## config.mk

```make
export PLATFORM = sky130hd
export DESIGN_NAME = memory_controller
export DESIGN_NICKNAME = d
export VERILOG_FILES = /design/src/rtl/mem_ctrl_pkg.sv /design/src/rtl/memory_controller.sv
export SDC_FILE = /design/constraint.sdc
export NUM_CORES = 1
export LEC_CHECK = 0
export ABC_AREA = 1
export BUFFER_PORTS_ARGS = -buffer_cell sky130_fd_sc_hd__buf_2
export CORE_ASPECT_RATIO = 0.5
export CORE_UTILIZATION = 52
export CTS_CLUSTER_DIAMETER = 60
export DETAILED_ROUTE_END_ITERATION = 12
export HOLD_SLACK_MARGIN = 0.05
export PLACE_DENSITY_LB_ADDON = 0.15
export SLEW_MARGIN = 20
export SYNTH_ARGS = -nofsm -noshare
export SYNTH_HDL_FRONTEND = slang
export SYNTH_SLANG_ARGS = --single-unit
```

## constraint.sdc

```tcl
create_clock -name clk -period 3.3 [get_ports clk]
set_input_delay 0.33 -clock clk [delete_from_list [all_inputs] [get_ports clk]]
set_output_delay 0.33 -clock clk [all_outputs]
set_load 0.05 [all_outputs]
```

## src/rtl/mem_ctrl_pkg.sv

```systemverilog
// Shared definitions for the CPU-side memory controller: size defaults,
// FSM state encoding and the response-error encoding.
package mem_ctrl_pkg;

    localparam int unsigned DATA_WIDTH_DEF = 16;
    localparam int unsigned ADDR_WIDTH_DEF = 16;
    localparam int unsigned MEM_DEPTH_DEF  = 16384;

    typedef enum logic [1:0] {
        IDLE    = 2'd0,
        ACCESS  = 2'd1,
        CAPTURE = 2'd2,
        RESP    = 2'd3
    } mc_state_e;

    localparam logic RSP_OK  = 1'b0;
    localparam logic RSP_ERR = 1'b1;

endpackage

```

## src/rtl/memory_controller.sv

```systemverilog
// Single-outstanding CPU-to-main-memory controller: latches a request into
// MAR/MBR, drives the synchronous memory, and holds the response until taken.
module memory_controller
    import mem_ctrl_pkg::*;
#(
    parameter int unsigned DATA_WIDTH = DATA_WIDTH_DEF,
    parameter int unsigned ADDR_WIDTH = ADDR_WIDTH_DEF,
    parameter int unsigned MEM_DEPTH  = MEM_DEPTH_DEF
) (
    input  logic                  clk,
    input  logic                  reset,
    input  logic                  req_valid,
    output logic                  req_ready,
    input  logic                  req_write,
    input  logic [ADDR_WIDTH-1:0] req_addr,
    input  logic [DATA_WIDTH-1:0] req_wdata,
    output logic                  rsp_valid,
    input  logic                  rsp_ready,
    output logic [DATA_WIDTH-1:0] rsp_rdata,
    output logic                  rsp_error,
    output logic [ADDR_WIDTH-1:0] mem_addr,
    output logic [DATA_WIDTH-1:0] mem_data_in,
    output logic                  mem_write_enable,
    input  logic [DATA_WIDTH-1:0] mem_data_out
);

    mc_state_e             state_q, state_d;
    logic [ADDR_WIDTH-1:0] mar_q, mar_d;
    logic [DATA_WIDTH-1:0] mbr_q, mbr_d;
    logic                  wr_q, wr_d;
    logic                  rsp_valid_q, rsp_valid_d;
    logic                  rsp_error_q, rsp_error_d;
    logic [DATA_WIDTH-1:0] rsp_rdata_q, rsp_rdata_d;
    logic                  mem_we_q, mem_we_d;
    logic                  req_ready_q, req_ready_d;
    logic                  addr_in_range;

    // Unsigned range check, widened so any ADDR_WIDTH/MEM_DEPTH pairing compares safely
    assign addr_in_range = 64'(req_addr) < 64'(MEM_DEPTH);

    // State and datapath registers
    always_ff @(posedge clk or negedge reset) begin
        if (!reset) begin
            state_q     <= IDLE;
            mar_q       <= '0;
            mbr_q       <= '0;
            wr_q        <= 1'b0;
            rsp_valid_q <= 1'b0;
            rsp_error_q <= RSP_OK;
            rsp_rdata_q <= '0;
            mem_we_q    <= 1'b0;
            req_ready_q <= 1'b1;
        end else begin
            state_q     <= state_d;
            mar_q       <= mar_d;
            mbr_q       <= mbr_d;
            wr_q        <= wr_d;
            rsp_valid_q <= rsp_valid_d;
            rsp_error_q <= rsp_error_d;
            rsp_rdata_q <= rsp_rdata_d;
            mem_we_q    <= mem_we_d;
            req_ready_q <= req_ready_d;
        end
    end

    // Next-state and next-output logic; write enable is a one-cycle pulse by default-low
    always_comb begin
        state_d     = state_q;
        mar_d       = mar_q;
        mbr_d       = mbr_q;
        wr_d        = wr_q;
        rsp_valid_d = rsp_valid_q;
        rsp_error_d = rsp_error_q;
        rsp_rdata_d = rsp_rdata_q;
        mem_we_d    = 1'b0;
        req_ready_d = req_ready_q;

        unique case (state_q)
            IDLE: begin
                if (req_valid && req_ready_q) begin
                    mar_d       = req_addr;
                    mbr_d       = req_wdata;
                    wr_d        = req_write;
                    req_ready_d = 1'b0;
                    if (addr_in_range) begin
                        state_d  = ACCESS;
                        mem_we_d = req_write;
                    end else begin
                        state_d     = RESP;
                        rsp_valid_d = 1'b1;
                        rsp_error_d = RSP_ERR;
                        rsp_rdata_d = '0;
                    end
                end
            end
            ACCESS: begin
                if (wr_q) begin
                    state_d     = RESP;
                    rsp_valid_d = 1'b1;
                    rsp_error_d = RSP_OK;
                    rsp_rdata_d = '0;
                end else begin
                    state_d = CAPTURE;
                end
            end
            CAPTURE: begin
                // Memory read data is valid one cycle after the address was presented
                mbr_d       = mem_data_out;
                rsp_rdata_d = mem_data_out;
                rsp_error_d = RSP_OK;
                rsp_valid_d = 1'b1;
                state_d     = RESP;
            end
            RESP: begin
                if (rsp_ready) begin
                    state_d     = IDLE;
                    rsp_valid_d = 1'b0;
                    req_ready_d = 1'b1;
                end
            end
            default: begin
                state_d = IDLE;
            end
        endcase
    end

    assign req_ready        = req_ready_q;
    assign rsp_valid        = rsp_valid_q;
    assign rsp_error        = rsp_error_q;
    assign rsp_rdata        = rsp_rdata_q;
    assign mem_addr         = mar_q;
    assign mem_data_in      = mbr_q;
    assign mem_write_enable = mem_we_q;

endmodule
```

==> results.py <==
metrics = {
    "worst_setup_path": {
        "worstSetupPathType": "reg2reg",
        "crit_arrival_ps": 2310,
        "cp_top_family": "compound AO/OA/AOI/OAI gates",
        "worstSetupStartpointType": "register",
        "worstPathRequired_ps": 3450,
        "path_buf_inv": 2,
        "crit_path_max_incr_delay_ps": 810,
        "cp_max_fo": 32,
        "crit_slowest_cell": "o21ai_2",
        "crit_chain": "inv_1, ha_1, inv_2, o21ai_2, o21ai_0",
        "crit_path_end_kind": "register",
    },
    "synth": {
        "syn-num-nets": 390,
        "ys_ff_latch": 55,
        "avgSynthCellArea_um2": 8.04,
        "ys_warn_count": 0,
        "ys_types": 24,
        "ys_seq_area_share_pct": 51.6,
        "netlist_instances": 332,
        "synth_area_um2": 2670,
    },
    "final_layout": {
        "fin_util_pct": 71.4,
        "nets": 493,
        "syn_to_final_growth_pct": 24.6,
        "drive_above_1_share_pct": 30.3,
        "diodes": 0,
    },
    "floorplan": {
        "dieArea_um2": 5440,
        "core.rowCount": 17,
        "dieWidth_um": 103,
        "core_um2": 4660,
        "io_pins": 105,
        "die_y_um": 52.7,
        "start_util_pct": 57.3,
    },
    "cts": {
        "path_clk_slew_ps": 110,
        "numCtsBuffers": 5,
        "clk_path_buf_depth": 2,
        "worstSkewPairLatency_ps": 310,
        "cts_tree": "yes",
        "cts_root_buf": "clkbuf_8",
        "cts_sinks": 55,
        "post_cts_buffers": 0,
        "holdBufCountCts": 1,
        "post_cts_resize_count": 0,
        "htreeDepth": 2,
    },
    "routing": {
        "wl_per_cell_um": 11.7,
        "routed_wl_um": 5880,
        "first_pass_iters": 4,
        "antenna_left": 0,
        "vias": 2314,
        "drt_iter0_markers": 70,
        "drc": 0,
        "viasPerCell": 4.61,
    },
    "flow_run": {
        "cap_violations": 0,
    },
    "timing": {
        "rsz0062_at_grt": "false",
        "slew_violations": 0,
        "period_minus_slack_ps": 2160,
        "timing.hold.ws_ps": 224,
        "slew_headroom_pct": 31.4,
        "worstMarginPinSlew_ps": 1030,
        "finalClockSkew_ps": 12.9,
        "setup_viol": 0,
        "tns_ps": 0,
        "hold_violations": 0,
        "fmax_ghz": 0.463,
        "fin_crit_sh_pct": 65.4,
    },
    "global_route": {
        "grt_pass1_wl_um": 9750,
        "grt_max_degree": 34,
        "grt_usage_pct": 23.9,
        "grt_overflow_total": 0,
        "grt_pass1_vias": 2197,
        "antenna_found_initial": 0,
    },
    "power_and_ir_drop": {
        "p_per_area_nw_per_um2": 1160,
        "ir_drop_mv": 0.619,
        "p_leak_nw": 2.08,
    },
    "status": {
        "outcome": "completed",
    },
    "placed_design": {
        "port_buffers": 104,
        "dp_hpwl_um": 4430,
        "gp_congestion": 0.762,
    },
    "min_path": {
        "hp-class": "in2reg",
    },
}
==> state kept, by name (all words and copies together) (netlist names) <==
name              cells
req_ready             1
mem_write_enable      1
mem_data_in          16
rsp_valid             1
wr_q                  1
rsp_rdata            16
mem_addr             16
state_q               2
rsp_error             1
==> cells in the final DEF (no fill, tap or decap), types with 2 or more instances in the layout <==
cell,Yosys,final
o21ai_1,3,3
nand2_1,122,122
nand2_2,7,7
clkbuf_8,0,6
inv_2,2,2
nand3_1,20,20
dfrtp_1,54,54
o21ai_0,35,35
inv_6,1,2
ha_1,5,5
inv_1,60,60
nor2_1,3,3
buf_4,2,2
nand2_4,2,2
buf_2,3,104
==> synth_stat cells, drive strengths merged <==
library cell    n  area, um2
nand2         131        524
o21bai          1       7.51
o21ai          39        199
nor2            5       37.5
nand3          20        100
buf            10       90.1
a21oi           2       25.0
inv            63        241
dfstp           1       26.3
ha              5       62.6
dfrtp          54       1350
clkbuf          1       3.75
==> layout make-up <==
class	instances	area [um2]
clock inverter	2	38.8
fill	386	1330
timing repair buffer	107	546
inverter	63	241
multi-input combinational	203	956
tap	66	82.6
sequential	55	1380
clock buffer	6	82.6
==> path summary, 6_finish.rpt <==
path | cells past startpoint | endpoint | from | slack, ps
max | 5 | mem_data_in[12]$_DFFE_PN0P_ | state_q[0]$_DFFE_PN0P_ | 1140
min | 3 | mem_addr[2]$_DFFE_PN0P_ | req_addr[2] | 220
max reg2reg | 5 | mem_data_in[12]$_DFFE_PN0P_ | state_q[0]$_DFFE_PN0P_ | 1140
min reg2reg | 2 | rsp_rdata[8]$_DFFE_PN0P_ | rsp_rdata[8]$_DFFE_PN0P_ | 480
max in group asynchronous | 3 | wr_q$_DFFE_PN0P_ | reset | 1960
min in group asynchronous | 2 | rsp_rdata[11]$_DFFE_PN0P_ | reset | 550
==> report_power, final <==
| part | switching, mW | internal (mW) |
|---|---|---|
| clock | 0.222 | 0.250 |
| sequential | 0.159 | 0.958 |
| combinational | 1.74 | 0.535 |
==> metal layers <==
metal  global-route usage (%)  vias to the layer above  wire (um)
li1                         -                     1203          -
met1                     32.4                     1037       2940
met5                        0                        -          0
met2                     39.9                       70       2600
met4                     4.23                        0         21
met3                     5.60                        4        331
==> worst min-delay path, cell delays in order <==
cell and delay [ps]:
buf_2 70, nand2_1 40, nand2_1 50
==> cell families after synthesis <==
group	count (synthesis)	share of synthesized area, %
and+or+nand+nor	156	24.8
DFF	55	51.6
adders and majority gates	5	2.34
AOI/OAI and AO/OA	42	8.67
buffers and inverters	74	12.6
==> metrics by stage <==
| step | power, mW | setup slack (ps) | instances | cell area (um2) |
|---|---|---|---|---|
| global route | 4.15 | 908 | 502 | 3320 |
| CTS | 3.89 | 1160 | 502 | 3320 |
| detailed placement | 3.41 | 1170 | 493 | 3190 |
| floorplan | 2.98 | 1830 | 332 | 2670 |
| global placement | 3.35 | 1340 | 493 | 3190 |
| finish | 3.86 | 1140 | 502 | 3320 |
Power figures use the tool's default switching activity.
